--- config.mk ---
export PLATFORM = sky130hd
export DESIGN_NAME = dump_datapath
export DESIGN_NICKNAME = d
export VERILOG_FILES = /design/src/rtl/dump_datapath.sv
export SDC_FILE = /design/constraint.sdc
export NUM_CORES = 2
export LEC_CHECK = 0
export CORE_AREA = 2 2 561 563
export CTS_CLUSTER_SIZE = 30
export DETAILED_ROUTE_END_ITERATION = 12
export DIE_AREA = 0 0 563 565
export HOLD_SLACK_MARGIN = 0.05
export PLACE_DENSITY = 0.48
export SLEW_MARGIN = 10
export SYNTH_ARGS = -nofsm -noshare
export SYNTH_HDL_FRONTEND = slang
export SYNTH_SLANG_ARGS = --single-unit
--- constraint.sdc ---
create_clock -name clk -period 6.7 [get_ports clk]
set_clock_uncertainty 0.15 [all_clocks]
set_input_delay 0.67 -clock clk [delete_from_list [all_inputs] [get_ports clk]]
set_output_delay 0.67 -clock clk [all_outputs]
set_load 0.03 [all_outputs]
--- src/rtl/dump_datapath.sv ---
// Digest output stage: takes squeezed rate blocks and streams them out lane by lane
// as byte-swapped W-bit words, masking the final word and requesting extra squeezes.
module dump_datapath #(
    parameter int         W                 = 64,
    parameter int         RATE_MAX          = 1344,
    parameter logic [1:0] SHAKE128_MODE_VEC = 2'b00,
    parameter logic [1:0] SHAKE256_MODE_VEC = 2'b01
) (
    input  logic                clk,
    input  logic                rst,
    input  logic                start_i,
    input  logic [1:0]          operation_mode_i,
    input  logic [31:0]         output_size_i,
    input  logic [RATE_MAX-1:0] state_i,
    input  logic                state_valid_i,
    output logic                state_ready_o,
    output logic                squeeze_req_o,
    output logic [W-1:0]        data_o,
    output logic                valid_o,
    input  logic                ready_i,
    output logic                last_o,
    output logic                done_o
);

    localparam int         NBYTES     = W / 8;
    localparam logic [4:0] DEPTH_S128 = 5'd21;
    localparam logic [4:0] DEPTH_S256 = 5'd17;

    typedef enum logic [1:0] {
        S_IDLE,
        S_WAIT_BLOCK,
        S_DUMP,
        S_DONE
    } state_t;

    state_t                state_q, state_d;
    logic [1:0]            mode_q, mode_d;
    logic [31:0]           words_left_q, words_left_d;
    logic [2:0]            tail_q, tail_d;
    logic [4:0]            lane_cnt_q, lane_cnt_d;
    logic [RATE_MAX-1:0]   buf_q, buf_d;

    logic [31:0] words_req;
    logic [2:0]  tail_req;
    logic [4:0]  depth;
    logic        dumping;
    logic        transfer;
    logic        last_word;
    logic        mask_en;
    logic [W-1:0] lane_w;
    logic        unused_size_bits;

    // Sub-byte size bits carry no meaning; the digest is always whole bytes.
    assign unused_size_bits = ^output_size_i[2:0];

    // Word count is the byte count rounded up to whole 8-byte words.
    assign tail_req  = output_size_i[5:3];
    assign words_req = {6'd0, output_size_i[31:6]} + {31'd0, |tail_req};

    assign depth = (mode_q == SHAKE256_MODE_VEC) ? DEPTH_S256 : DEPTH_S128;

    assign dumping   = (state_q == S_DUMP);
    assign transfer  = dumping && ready_i;
    assign last_word = dumping && (words_left_q == 32'd1);
    assign mask_en   = last_word && (tail_q != 3'd0);
    assign lane_w    = buf_q[W-1:0];

    assign valid_o       = dumping;
    assign last_o        = last_word;
    assign state_ready_o = (state_q == S_WAIT_BLOCK);
    assign done_o        = (state_q == S_DONE);
    assign squeeze_req_o = transfer && (lane_cnt_q == 5'd1) && (words_left_q > 32'd1);

    // Lane byte 0 lands on the most significant byte; bytes past the tail are zeroed.
    genvar gi;
    generate
        for (gi = 0; gi < NBYTES; gi++) begin : g_byte
            logic keep;
            assign keep = !mask_en || (3'(gi) < tail_q);
            assign data_o[W-1-8*gi -: 8] = (dumping && keep) ? lane_w[8*gi +: 8] : 8'h00;
        end
    endgenerate

    always_comb begin
        state_d      = state_q;
        mode_d       = mode_q;
        words_left_d = words_left_q;
        tail_d       = tail_q;
        lane_cnt_d   = lane_cnt_q;
        buf_d        = buf_q;

        unique case (state_q)
            S_IDLE: begin
                if (start_i) begin
                    mode_d       = operation_mode_i;
                    words_left_d = words_req;
                    tail_d       = tail_req;
                    state_d      = (words_req == 32'd0) ? S_DONE : S_WAIT_BLOCK;
                end
            end
            S_WAIT_BLOCK: begin
                if (state_valid_i) begin
                    buf_d      = state_i;
                    lane_cnt_d = depth;
                    state_d    = S_DUMP;
                end
            end
            S_DUMP: begin
                if (transfer) begin
                    buf_d        = buf_q >> W;
                    lane_cnt_d   = lane_cnt_q - 5'd1;
                    words_left_d = words_left_q - 32'd1;
                    if (words_left_q == 32'd1) begin
                        state_d = S_DONE;
                    end else if (lane_cnt_q == 5'd1) begin
                        state_d = S_WAIT_BLOCK;
                    end
                end
            end
            S_DONE: begin
                state_d = S_IDLE;
            end
            default: begin
                state_d = S_IDLE;
            end
        endcase
    end

    always_ff @(posedge clk or negedge rst) begin
        if (!rst) begin
            state_q      <= S_IDLE;
            mode_q       <= 2'd0;
            words_left_q <= 32'd0;
            tail_q       <= 3'd0;
            lane_cnt_q   <= 5'd0;
            buf_q        <= '0;
        end else begin
            state_q      <= state_d;
            mode_q       <= mode_d;
            words_left_q <= words_left_d;
            tail_q       <= tail_d;
            lane_cnt_q   <= lane_cnt_d;
            buf_q        <= buf_d;
        end
    end

endmodule

==> qor.csv <==
metric;value;unit
synthesized net count;8966;
area occupied by registers;34700;sq um
Max stage delay cell, worst path;or4_1;
Switching Fraction;42.7;%
DIE WIDTH;563;um
setup TNS;0;ns
I/O pin total;1452;
WP data required;5.88;ns
max_slew headroom;25.1;%
Yosys reg bits;1388;
CTS max path bufs;4;
worst-skew pair later-pin latency;0.86;ns
die height;565;um
CP arrival;4.70;ns
crit-path cells;or3_4 > or4_1 > nor3_4 > and3_1 > a31oi_1 > and2_1 > clkdlybuf4s50_1;
hold crit path type;primary input to flip-flop;
final instance area;87200;sq um
clk sinks;1388;
clock group share of total power;23.4;%
Post-Synth Adder-Cell Area;0.120;%
Seq pwr share;38.4;%
Post-Syn Instances;7577;
H-tree Lvls;4;
share of the yosys chip area belonging to registers;55.6;%
Critical Path Source Type;flip-flop;
gr ovfl total;0;
Setup Viol. Count Final;0;
R2R Setup Slk;2.09;ns
XOR/XNOR share of the synthesized area;0.392;%
largest cells by area after synthesis;dfrtp_1 (56%), nand2_1 (16%), a31oi_1 (13%);
post-synthesis mux area share;0.114;%
unrepaired setup endpoints after global routing;no;
Synth top area share;55.6;%
Leakage Power;35.5;nW
Synth Warn #;0;
largest net degree at the start of global routing;182;
Initial DRC Count;5390;
Synth Area in Compound Gates;14.8;%
fillers;33600;
post-CTS setup buffer count;0;
Initial Util;20.1;%
WL/cell;25.8;um
critical path fanouts, max;10;
FP Rows;205;
DPL Wire Length;264;mm
Yosys cell types;65;
routed wire length;337;mm
Via density;4.66;
number of synthesized flops with an enable pin;0;
largest area contributor in the netlist;dfrtp_1;
DRT antenna net count;0;
Vias;60800;
# placed instances;12700;
Final Hold Viols;0;
Core ar.;311000;sq um
commonest non-fill, non-tap cells in the layout;nand2_1 (2,610), clkdlybuf4s50_1 (1,447), dfrtp_1 (1,388);
asr flop ratio synth;100;%
Top FF cell, synth;dfrtp_1;
overall global routing resource usage;20.4;%
clk root buf;clkbuf_16;
DP Area;81200;sq um
first-pass GRT wire length;461;mm
vias in the first global route;59700;
Area Overhead vs Synth;39.5;%
crit path time final;5.52;ns
Gate power share;38.2;%
CTS tree;done;
Switch Pwr;17.9;mW
CTS hold repair buffers;1;
kind of end point of the critical path;output port;
simple-gate share of the synthesized area;25.3;%
Tcrit/Tclk final;82.3;%
GP Congestion;0.885;
Internal;23.9;mW
Max-Cap Viols;0;
PwrDens;479;nW/um^2
Post-Syn Area;62500;sq um
First-pass DRT Iterations;6;
CTS Buf Count;174;
Clock Pin Slew Worst Setup and Hold Paths;0.06;ns
Achievable Freq;181;MHz
final non-filler cell total;13100;
# resized after CTS;0;
die area;318000;sq um
main combinational cell family by area after synthesis;simple AND/OR/NAND/NOR gates;
fin. max-slew vios;0;
Worst path max stage delay;0.71;ns
Setup CP Type;flip-flop to output port;
layout cell share with drive strength beyond 1;4.52;%
Peak VDD IR;0.000261;V
commonest non-fill, non-tap cell in the layout;nand2_1;
Multi-input gate area;25500;sq um
total chip power;41.8;mW
status;finished clean;
DRC;0;
Worst Tran Pin Value;1.11;ns
PortBufs;1448;
Layout Nets;10100;
initial antenna violation count;136;
Avg Cell Area, Syn;8.25;sq um
-- power by group through the flow --
stage	combinational, mW	clock [mW]	sequential, mW
2_1_floorplan	10.6	0	14.3
3_3_place_gp	15.8	0	16.1
3_5_place_dp	16.1	0	16.2
4_1_cts	16.1	10.0	16.1
5_1_grt	17.8	10.4	16.5
6_report	16.0	9.78	16.0
-- per-layer routing --
| metal | vias to the layer above | global-route usage, % | part of all wire [%] |
|---|---|---|---|
| met2 | 2296 | 34.2 | 48 |
| met5 | - | 0 | 0.14 |
| li1 | 27800 | - | - |
| met1 | 30100 | 24.6 | 40 |
| met3 | 546 | 4.37 | 6.5 |
| met4 | 70 | 10.3 | 5.7 |
-- flip-flops by register name (all words and copies together), names as in the netlist --
register and count:
buf_q 1344, state_q 2, words_left_q 32, lane_cnt_q 5, mode_q 2, tail_q 3
-- Yosys cell counts, types with 2 or more instances --
cell / number
o22ai_1: 4
o211ai_1: 11
buf_1: 3
xor2_1: 15
a31o_2: 2
and3_1: 7
o2111ai_1: 2
nand2_1: 2612
inv_1: 8
clkbuf_1: 597
nor3_1: 19
nand4_1: 11
o21a_1: 4
a22o_1: 65
o211a_1: 2
o221ai_1: 2
nand3b_1: 2
nor3b_1: 2
or3_1: 14
or4_1: 7
o311ai_0: 6
and2_1: 68
a31oi_1: 1290
o22a_1: 2
nor2_1: 1305
a21oi_1: 10
a21o_1: 2
nor4_1: 15
ha_1: 6
xnor2_1: 13
a21boi_0: 2
mux2i_1: 6
o21ai_0: 24
nor4b_1: 2
o31ai_1: 2
nand3_1: 19
dfrtp_1: 1388
-- stage by stage --
step / util, % / hold WS [ns] / worst slack (ns)
floorplan: - / 0.224 / 3.41
global placement: 26.1 / 0.310 / 1.98
detailed placement: 26.1 / 0.322 / 1.95
CTS: 27.9 / 0.124 / 0.988
global route: 28.0 / 0.177 / 0.889
finish: 28.0 / 0.217 / 1.18
-- cells by family after synthesis --
family,after synthesis
AOI/OAI and AO/OA,1443
xor gates and xnor gates,28
adders and majority gates,6
buffers and inverters,611
DFF,1388
muxes,7
and+or+nand+nor,4094
-- worst max-delay path: cells and delay by family (launching register included) --
kind,cells,cell delay [ns]
and+or+nand+nor,5,2.41
buffers and inverters,1,0.59
AOI/OAI and AO/OA,1,0.44
DFF,1,0.43
-- final cells by class --
| cell class | count | area share, % |
|---|---|---|
| diodes | 78 | 0.224 |
| clock buffers | 244 | 5.68 |
| clock inverters | 60 | 1.01 |
| inverters | 9 | 0.0473 |
| multi-input cells | 5578 | 29.3 |
| flip-flops and latches | 1388 | 39.8 |
| well taps | 4140 | 5.94 |
| repair buffers | 1564 | 18.0 |
-- worst paths after layout --
path                                           from          to  cells after the start
worst max-delay path                words_left_q[4]  data_o[12]                      7
worst min-delay path            operation_mode_i[1]   mode_q[1]                      3
worst max register to register           state_q[0]  buf_q[346]                      9
worst min register to register            mode_q[1]   mode_q[1]                      2
max in group asynchronous                       rst  buf_q[933]                      4
min in group asynchronous                       rst  buf_q[191]                      2
(Power assumes the default switching activity.)
